File: src/rtl/new_sub_module_pipe.sv
// Two-stage multiply-add / threshold-select datapath with a saturating running sum of out1.
// Latency: a beat accepted in cycle N is presented on out1/out2 in cycle N+2.
// Backpressure: in_ready = !out_valid || out_ready; both stages freeze while the output is stalled.
module new_sub_module_pipe #(
    parameter int W      = 4,
    parameter int K      = 3,
    parameter int THRESH = 2,
    parameter int ACCW   = 6
) (
    input  logic            clk,
    input  logic            rst,
    input  logic            in_valid,
    output logic            in_ready,
    input  logic [W-1:0]    in1,
    input  logic [W-1:0]    in2,
    input  logic [W-1:0]    in3,
    input  logic            acc_en,
    input  logic            acc_clr,
    output logic            out_valid,
    input  logic            out_ready,
    output logic [W-1:0]    out1,
    output logic [W-1:0]    out2,
    output logic [ACCW-1:0] acc,
    output logic            acc_sat
);

    // Full-precision width of K*in3*in1; cannot overflow for any operand values.
    localparam int PW = 2*W + $clog2(K+1);

    logic            advance;

    // Stage 1 registers
    logic            s1_valid_q;
    logic [PW-1:0]   s1_prod_q;
    logic [W-1:0]    s1_in2_q;
    logic            s1_gt_q;
    logic [W-1:0]    s1_sum_q;
    logic [W-1:0]    s1_xor_q;
    logic            s1_acc_en_q;

    // Stage 1 next-state
    logic [PW-1:0]   s1_prod_d;
    logic            s1_gt_d;
    logic [W-1:0]    s1_sum_d;
    logic [W-1:0]    s1_xor_d;

    // Output stage
    logic            out_valid_q;
    logic [W-1:0]    out1_q;
    logic [W-1:0]    out2_q;
    logic [W-1:0]    out1_d;
    logic [W-1:0]    out2_d;

    // Accumulator
    logic [ACCW-1:0] acc_q;
    logic [ACCW-1:0] acc_d;
    logic            acc_sat_q;
    logic            acc_sat_d;
    logic [ACCW:0]   acc_sum;
    logic            acc_beat;

    // The whole pipe moves only when the output register is empty or being drained.
    assign advance  = !out_valid_q || out_ready;
    assign in_ready = advance;

    // Stage 1 datapath: full product, both candidate out2 values and the select bit.
    always_comb begin
        s1_prod_d = PW'(in1) * PW'(in3) * PW'(K);
        s1_gt_d   = ($unsigned(32'(in1)) > $unsigned(32'(THRESH)));
        s1_sum_d  = in2 + in3;
        s1_xor_d  = in2 ^ in3;
    end

    // Stage 1 register: operands are loaded unconditionally on advance; only s1_valid_q qualifies them.
    always_ff @(posedge clk or posedge rst) begin
        if (rst) begin
            s1_valid_q  <= 1'b0;
            s1_prod_q   <= '0;
            s1_in2_q    <= '0;
            s1_gt_q     <= 1'b0;
            s1_sum_q    <= '0;
            s1_xor_q    <= '0;
            s1_acc_en_q <= 1'b0;
        end else if (advance) begin
            s1_valid_q  <= in_valid;
            s1_prod_q   <= s1_prod_d;
            s1_in2_q    <= in2;
            s1_gt_q     <= s1_gt_d;
            s1_sum_q    <= s1_sum_d;
            s1_xor_q    <= s1_xor_d;
            s1_acc_en_q <= acc_en;
        end
    end

    // Stage 2 datapath: final add wraps to W bits; out2 picks the registered candidate.
    always_comb begin
        out1_d = W'(PW'(s1_in2_q) + s1_prod_q);
        out2_d = s1_gt_q ? s1_sum_q : s1_xor_q;
    end

    // Output register: data only updates with a real beat so it holds across bubbles.
    always_ff @(posedge clk or posedge rst) begin
        if (rst) begin
            out_valid_q <= 1'b0;
            out1_q      <= '0;
            out2_q      <= '0;
        end else if (advance) begin
            out_valid_q <= s1_valid_q;
            if (s1_valid_q) begin
                out1_q <= out1_d;
                out2_q <= out2_d;
            end
        end
    end

    // Accumulate the out1 value being loaded this cycle, so acc and its beat appear together.
    always_comb begin
        acc_beat  = advance && s1_valid_q && s1_acc_en_q;
        acc_sum   = {1'b0, acc_q} + (ACCW+1)'(out1_d);
        acc_d     = acc_q;
        acc_sat_d = acc_sat_q;
        if (acc_clr) begin
            acc_d     = acc_beat ? ACCW'(out1_d) : '0;
            acc_sat_d = 1'b0;
        end else if (acc_beat) begin
            if (acc_sum[ACCW]) begin
                acc_d     = '1;
                acc_sat_d = 1'b1;
            end else begin
                acc_d     = acc_sum[ACCW-1:0];
            end
        end
    end

    // Accumulator state; clear is honoured even while the pipe is stalled.
    always_ff @(posedge clk or posedge rst) begin
        if (rst) begin
            acc_q     <= '0;
            acc_sat_q <= 1'b0;
        end else begin
            acc_q     <= acc_d;
            acc_sat_q <= acc_sat_d;
        end
    end

    assign out_valid = out_valid_q;
    assign out1      = out1_q;
    assign out2      = out2_q;
    assign acc       = acc_q;
    assign acc_sat   = acc_sat_q;

endmodule
File: config.mk
export PLATFORM = sky130hd
export DESIGN_NAME = new_sub_module_pipe
export DESIGN_NICKNAME = d
export VERILOG_FILES = /design/src/rtl/new_sub_module_pipe.sv
export SDC_FILE = /design/constraint.sdc
export NUM_CORES = 1
export LEC_CHECK = 0
export CAP_MARGIN = 20
export CORE_MARGIN = 2
export CORE_UTILIZATION = 50
export CTS_BUF_LIST = sky130_fd_sc_hd__clkbuf_16
export DETAILED_ROUTE_END_ITERATION = 16
export PLACE_DENSITY = 0.76
export SLEW_MARGIN = 40
export SYNTH_ARGS = -nofsm -noshare
export SYNTH_HDL_FRONTEND = slang
export SYNTH_SLANG_ARGS = --single-unit
export TNS_END_PERCENT = 5
File: constraint.sdc
create_clock -name clk -period 3 [get_ports clk]
set_clock_uncertainty 0.15 [all_clocks]
set_input_delay 0.9 -clock clk [delete_from_list [all_inputs] [get_ports clk]]
set_output_delay 0.9 -clock clk [all_outputs]
set_load 0.02 [all_outputs]
**Word level (Yosys, flattened, before mapping)**

Cells that the tools add are included.

- Flip-flop bits (word level): 35
- Input bits: 18
- Output and inout port bits: 17
- Logic and storage cells: 35

- Add/subtract/negate cells: 3
- Multiply operators: 2
- Magnitude comparators: 1
- Mux-type cells: 8
- Bitwise logic cells: 1
- Reduce and logical (&&, ||, !) cells: 8

Operators by type and width:

| cell | count |
|---|---|
| 6-bit 2-to-1 mux | 3 |
| 4-bit adder | 2 |
| 4-bit by 4-bit multiplier with 8-bit output | 1 |
| 8-bit by 2-bit multiplier with 4-bit output, second input constant | 1 |
| 4-bit 2-to-1 mux | 2 |
| 6-bit by 4-bit adder with 7-bit output | 1 |
| 4-bit by 2-bit greater-than comparator with 1-bit output, second input constant | 1 |
| 2-bit AND reduction | 2 |
| 2-bit nonzero test | 2 |
| 4-bit XOR | 1 |
| 1-bit 2-to-1 mux | 3 |
| 1-bit logical AND | 2 |
| 1-bit logical NOT | 1 |
| 1-bit logical OR | 1 |

**Depth between registers and ports, before layout**

Gate-level depths: netlist (run 1).

- Depth in word-level cells: 6
- Gate-level depth with buffers: 10
- Gate-level depth less buffers: 10

**Least setup slack after synthesis (run 1)**

No wires, ideal clock.

- Path type: input port to flip-flop
- From: input in3[2]
- To: register s1_prod_q[3]
- Library setup time: 132 ps
- Data arrival time: 2885 ps
- Data required time: 2718 ps
- Path slack: -166 ps
- Stages on the path: 10
- Path buffers: 0
- Cell sequence: and2_1 > ha_1 > ha_1 > ha_1 > inv_1 > fa_1 > xor2_1 > xnor2_1 > xnor2_1 > a21oi_1

- Cells in the longest elaborated chain, start to end: 2

RTL lines:

| what | line | text |
|---|---|---|
| from (decl) | 16 | `input logic [W-1:0] in3,` |
| 4-bit by 4-bit multiplier with 8-bit output | 68 | `s1_prod_d = PW'(in1) * PW'(in3) * PW'(K);` |
| 8-bit by 2-bit multiplier with 4-bit output | 68 |  |
| to (signal assigned) | 86 | `s1_prod_q <= s1_prod_d;` |
| to (decl) | 34 | `logic [PW-1:0] s1_prod_q;` |

Every way passes these cells.
A chain may end at the register's enable or synchronous reset.

**Worst setup path after layout (run 1)**

- From: input in1[0]
- To: register s1_prod_q[3]

- Cells in the longest elaborated chain, start to end: 2

RTL lines:

| what | line | text |
|---|---|---|
| from (decl) | 14 | `input logic [W-1:0] in1,` |
| 4-bit by 4-bit multiplier with 8-bit output | 68 |  |
| 8-bit by 2-bit multiplier with 4-bit output | 68 |  |

Every way passes these cells.

==> impl.org, run 1 <==
** Route
- Routed via count :: 1450
- In this run, the number of DRC markers left after iteration 0 of detailed routing was 85.
- Total wire length after detailed routing :: 4140 um
- After detailed routing, the number of remaining DRC violations is 0.
- DR WL/cell :: 15.4 um
- In this run the remaining antenna-violating nets after routing total 0.
- Vias/cell :: 5.41
- The first detailed-routing pass took 5 iterations.

** Clock tree
- For this design, the sink count on the clock tree is 34.
- Clock tree synthesis selected as its root buffer the cell sky130_fd_sc_hd__clkbuf_16.
- CTS built an H-tree with a depth of 2.
- Cts-stage hold buffer count :: 0
- Clock transition at the registers of the reported paths :: 0.05 ns
- Clock buffer count from CTS :: 5
- Clock buffer depth :: 2
- Clock insertion delay at the later pin of the skew report :: 0.27 ns
- TritonCTS built the clock tree.

** Logic synthesis
- Synth warn :: 0
- Async S/R FF share, synth :: 100%
- EDFF count, synth :: 0
- Synthesis produced 176 cells.
- Area leader, netlist :: sky130_fd_sc_hd__dfrtp_1
- Number of synthesized register bits :: 34
- Mapped Nets :: 213
- Top flip-flop cell by instance count after synthesis :: sky130_fd_sc_hd__dfrtp_1
- The synthesized netlist occupies a cell area of 1910 um2.
- Mapped Avg Cell Area :: 10.9 um2
- Summed over its instances, the top area cell type makes up 44.5% of the synthesized netlist area.
- Sorting the synthesized cells by area gives the leading types as sky130_fd_sc_hd__dfrtp_1 (45%), sky130_fd_sc_hd__ha_1 (9.8%), sky130_fd_sc_hd__mux2_2 (8.8%).
- Sequential-to-total area share from yosys stat :: 44.5%
- The synthesized netlist contains 27 unique library cells.

** Finish
- Cells with a size suffix above 1 make up 20.0% of the layout.
- Syn-to-layout area delta :: 32.0%
- Share of the core filled with cells in the final layout :: 68.9%
- For this run, the post-layout net count is 257.
- Fill cell count :: 278
- Number of diodes added for antenna fixing :: 0
- Leaving out filler cells and counting taps, the final layout contains 268.
- Post-route cell area :: 2520 um2

** Worst setup path
- Of all nets on the critical path, the largest fanout is 5.
- Worst setup path class :: in2reg
- Data arrival time at the worst-slack endpoint :: 2.89 ns
- Slack of the worst reg-to-reg path :: 0.24 ns
- At the worst endpoint, the required time is 3.00 ns.
- Startpoint kind of the worst setup timing path :: input pin
- STA classifies the critical path endpoint as a register.

** Outcome
- The run finished with clean final reports.

** Timing
- Worst Max-Slew Pin Slew :: 0.437 ns
- Worst max-slew margin expressed relative to the limit :: 70.9%
- Total count of max-transition violations in the final report :: 0
- Setup violation total in the final timing report :: 0
- The worst path meets setup with 0.107 ns of slack.
- Max frequency :: 346 MHz
- The routed design could run at a clock period as short as 2.89 ns.
- The count of final hold-check violations was 0.
- Unrepaired setup endpoints after global routing :: no
- The worst path uses 96.4% of the clock period.

** Global routing
- Number of antenna violations at the first check in global routing :: 0
- GR Overflow Total :: 0
- The number of global-route vias before repair was 1492.
- Global routing consumed, over all layers together, 21.5% of the routing resources.
- Global-route wire length before repair :: 6960 um
- Largest net degree at the start of global routing :: 35

** Pwr
- In this run the static leakage power is 1.16 nW.
- Dividing total power by cell area gives a power density of 747 nW/um2.
- The worst-case IR drop observed on VDD is 0.000468 V.
- Power comes to 1.88 mW.

** Floorplan
- Measured along the y axis, the die boundary spans 65.8 um.
- Core footprint :: 3660 um2
- From left edge to right edge, the die measures 65.8 um.
- Number of standard-cell rows in the floorplan :: 22
- DIE AREA :: 4330 um2
- In this run the count of I/O pins placed on the die edge is 35.
- Once the floorplan was initialized, standard cells occupied 52.2% of the core.

** Job
- Number of maximum-capacitance violations :: 0

** Placement
- Count of port buffers added during placement :: 34
- Routability congestion estimate :: 0.820
- Count of placed standard cells including taps :: 260
- Post-detailed-placement cell area :: 2370 um2
- DP Worst Slack :: -0.595 ns
- HPWL after detailed placement :: 2960 um

** Hold path
- The path class of the tightest hold or removal check is reg2reg.
[layout make-up]
| cell class | instances | area, um2 | area share (%) |
|---|---|---|---|
| Timing Repair Buffer | 43 | 392 | 15.5 |
| Inverter | 8 | 30.0 | 1.19 |
| Multi-Input combinational cell | 128 | 1060 | 41.9 |
| Sequential cell | 34 | 851 | 33.7 |
| Tap cell | 48 | 60.1 | 2.38 |
| Clock buffer | 5 | 125 | 4.96 |
| Clock inverter | 2 | 7.51 | 0.298 |
[per-layer routing]
metal	track usage, %	vias to the layer above	wire [um]
li1	-	688	-
met1	25.9	718	1790
met2	37.5	40	2140
met3	5.62	4	168
met4	6.77	0	34
met5	0	-	0
[layout by cell type, fill, tap and decap left out, drive strengths merged]
cell | netlist | final
dlymetal6s2s | 0 | 2
mux2i | 3 | 3
ha | 15 | 15
clkbuf | 0 | 8
nand3 | 4 | 4
nand2b | 2 | 2
dfrtp | 34 | 34
a21o | 4 | 4
o31ai | 1 | 1
o22ai | 4 | 4
xnor2 | 11 | 11
nor4b | 1 | 1
inv | 8 | 10
and2 | 6 | 6
clkdlybuf4s50 | 0 | 27
dlygate4sd2 | 0 | 1
nand4 | 1 | 1
a211oi | 2 | 2
mux2 | 15 | 15
buf | 6 | 10
and3 | 1 | 1
nand2 | 11 | 11
fa | 4 | 4
nor2b | 3 | 3
xor2 | 5 | 5
a21oi | 13 | 13
nor2 | 13 | 13
o21ai | 9 | 9
[worst max-delay path: stages]
cell	delay, ns
sky130_fd_sc_hd__buf_2	0.13
sky130_fd_sc_hd__and2_4	0.17
sky130_fd_sc_hd__ha_4	0.26
sky130_fd_sc_hd__ha_4	0.20
sky130_fd_sc_hd__ha_4	0.27
sky130_fd_sc_hd__inv_2	0.04
sky130_fd_sc_hd__fa_2	0.36
sky130_fd_sc_hd__xor2_2	0.15
sky130_fd_sc_hd__xnor2_1	0.20
sky130_fd_sc_hd__xnor2_1	0.14
sky130_fd_sc_hd__a21oi_1	0.08
[cells by family (layout without fill, tap and decap cells)]
group | Yosys count | in the layout | synth area share (%)
and+or+nand+nor | 42 | 42 | 10.5
DFF | 34 | 34 | 44.5
AOI/OAI and AO/OA | 33 | 33 | 10.0
adders and majority gates | 19 | 19 | 14.0
muxes | 18 | 18 | 10.4
xor gates and xnor gates | 16 | 16 | 7.33
buffers and inverters | 14 | 58 | 3.21
[flip-flops by register name (all words and copies together), names as in the netlist, 3 cells and up]
register	cells
s1_in2_q	4
out1	4
s1_xor_q	3
s1_prod_q	4
s1_sum_q	4
acc	6
out2	4
[per-stage QoR]
stage                     setup TNS [ns]  hold WS [ns]
after floorplan                        0         0.327
after global placement            -0.908         0.312
after global routing                   0         0.367
after CTS                              0         0.335
after detailed placement           -1.02         0.324
final                                  0         0.331
[Yosys cell counts (4+ instances only)]
master                     n
sky130_fd_sc_hd__a21o_1    4
sky130_fd_sc_hd__xor2_1    5
sky130_fd_sc_hd__o22ai_1   4
sky130_fd_sc_hd__nand3_1   4
sky130_fd_sc_hd__nor2_1   13
sky130_fd_sc_hd__ha_1     15
sky130_fd_sc_hd__dfrtp_1  34
sky130_fd_sc_hd__mux2_2   15
sky130_fd_sc_hd__nand2_1  11
sky130_fd_sc_hd__o21ai_0   8
sky130_fd_sc_hd__a21oi_1  13
sky130_fd_sc_hd__and2_1    6
sky130_fd_sc_hd__buf_2     4
sky130_fd_sc_hd__inv_1     8
sky130_fd_sc_hd__fa_1      4
sky130_fd_sc_hd__xnor2_1  11
[worst paths after layout]
check	cells after the start	end	start
max in group asynchronous	3	out1[2]$_DFFE_PP0P_	rst
worst min-delay path	2	out2[2]$_DFFE_PP0P_	out2[2]$_DFFE_PP0P_
worst max register to register	8	acc[2]$_DFFE_PP0P_	s1_prod_q[0]$_DFFE_PP0N_
min in group asynchronous	3	out2[1]$_DFFE_PP0P_	rst
worst max-delay path	11	s1_prod_q[3]$_DFFE_PP0N_	in1[0]
worst min register to register	2	out2[2]$_DFFE_PP0P_	out2[2]$_DFFE_PP0P_
[repair_timing]
item	in CTS	in global routing
pin swaps	8	8
resized for setup	12	10
endpoints found under the setup margin	2	2
buffers inserted	1	0
[power by group]
part           switching, mW  leakage (nW)  internal, mW  total, mW
Sequential            0.0729         0.408         0.566      0.639
Combinational          0.390         0.680         0.381      0.771
Clock                  0.177        0.0723         0.296      0.474
Note: power is estimated with default switching activity, not from simulation.
==> inputs of run 2 (changes only) <==
CAP_MARGIN = default   (was 20)
==> results of run 2 <==
Same layout as run 1: the final DEF is identical, and so are final timing and power.
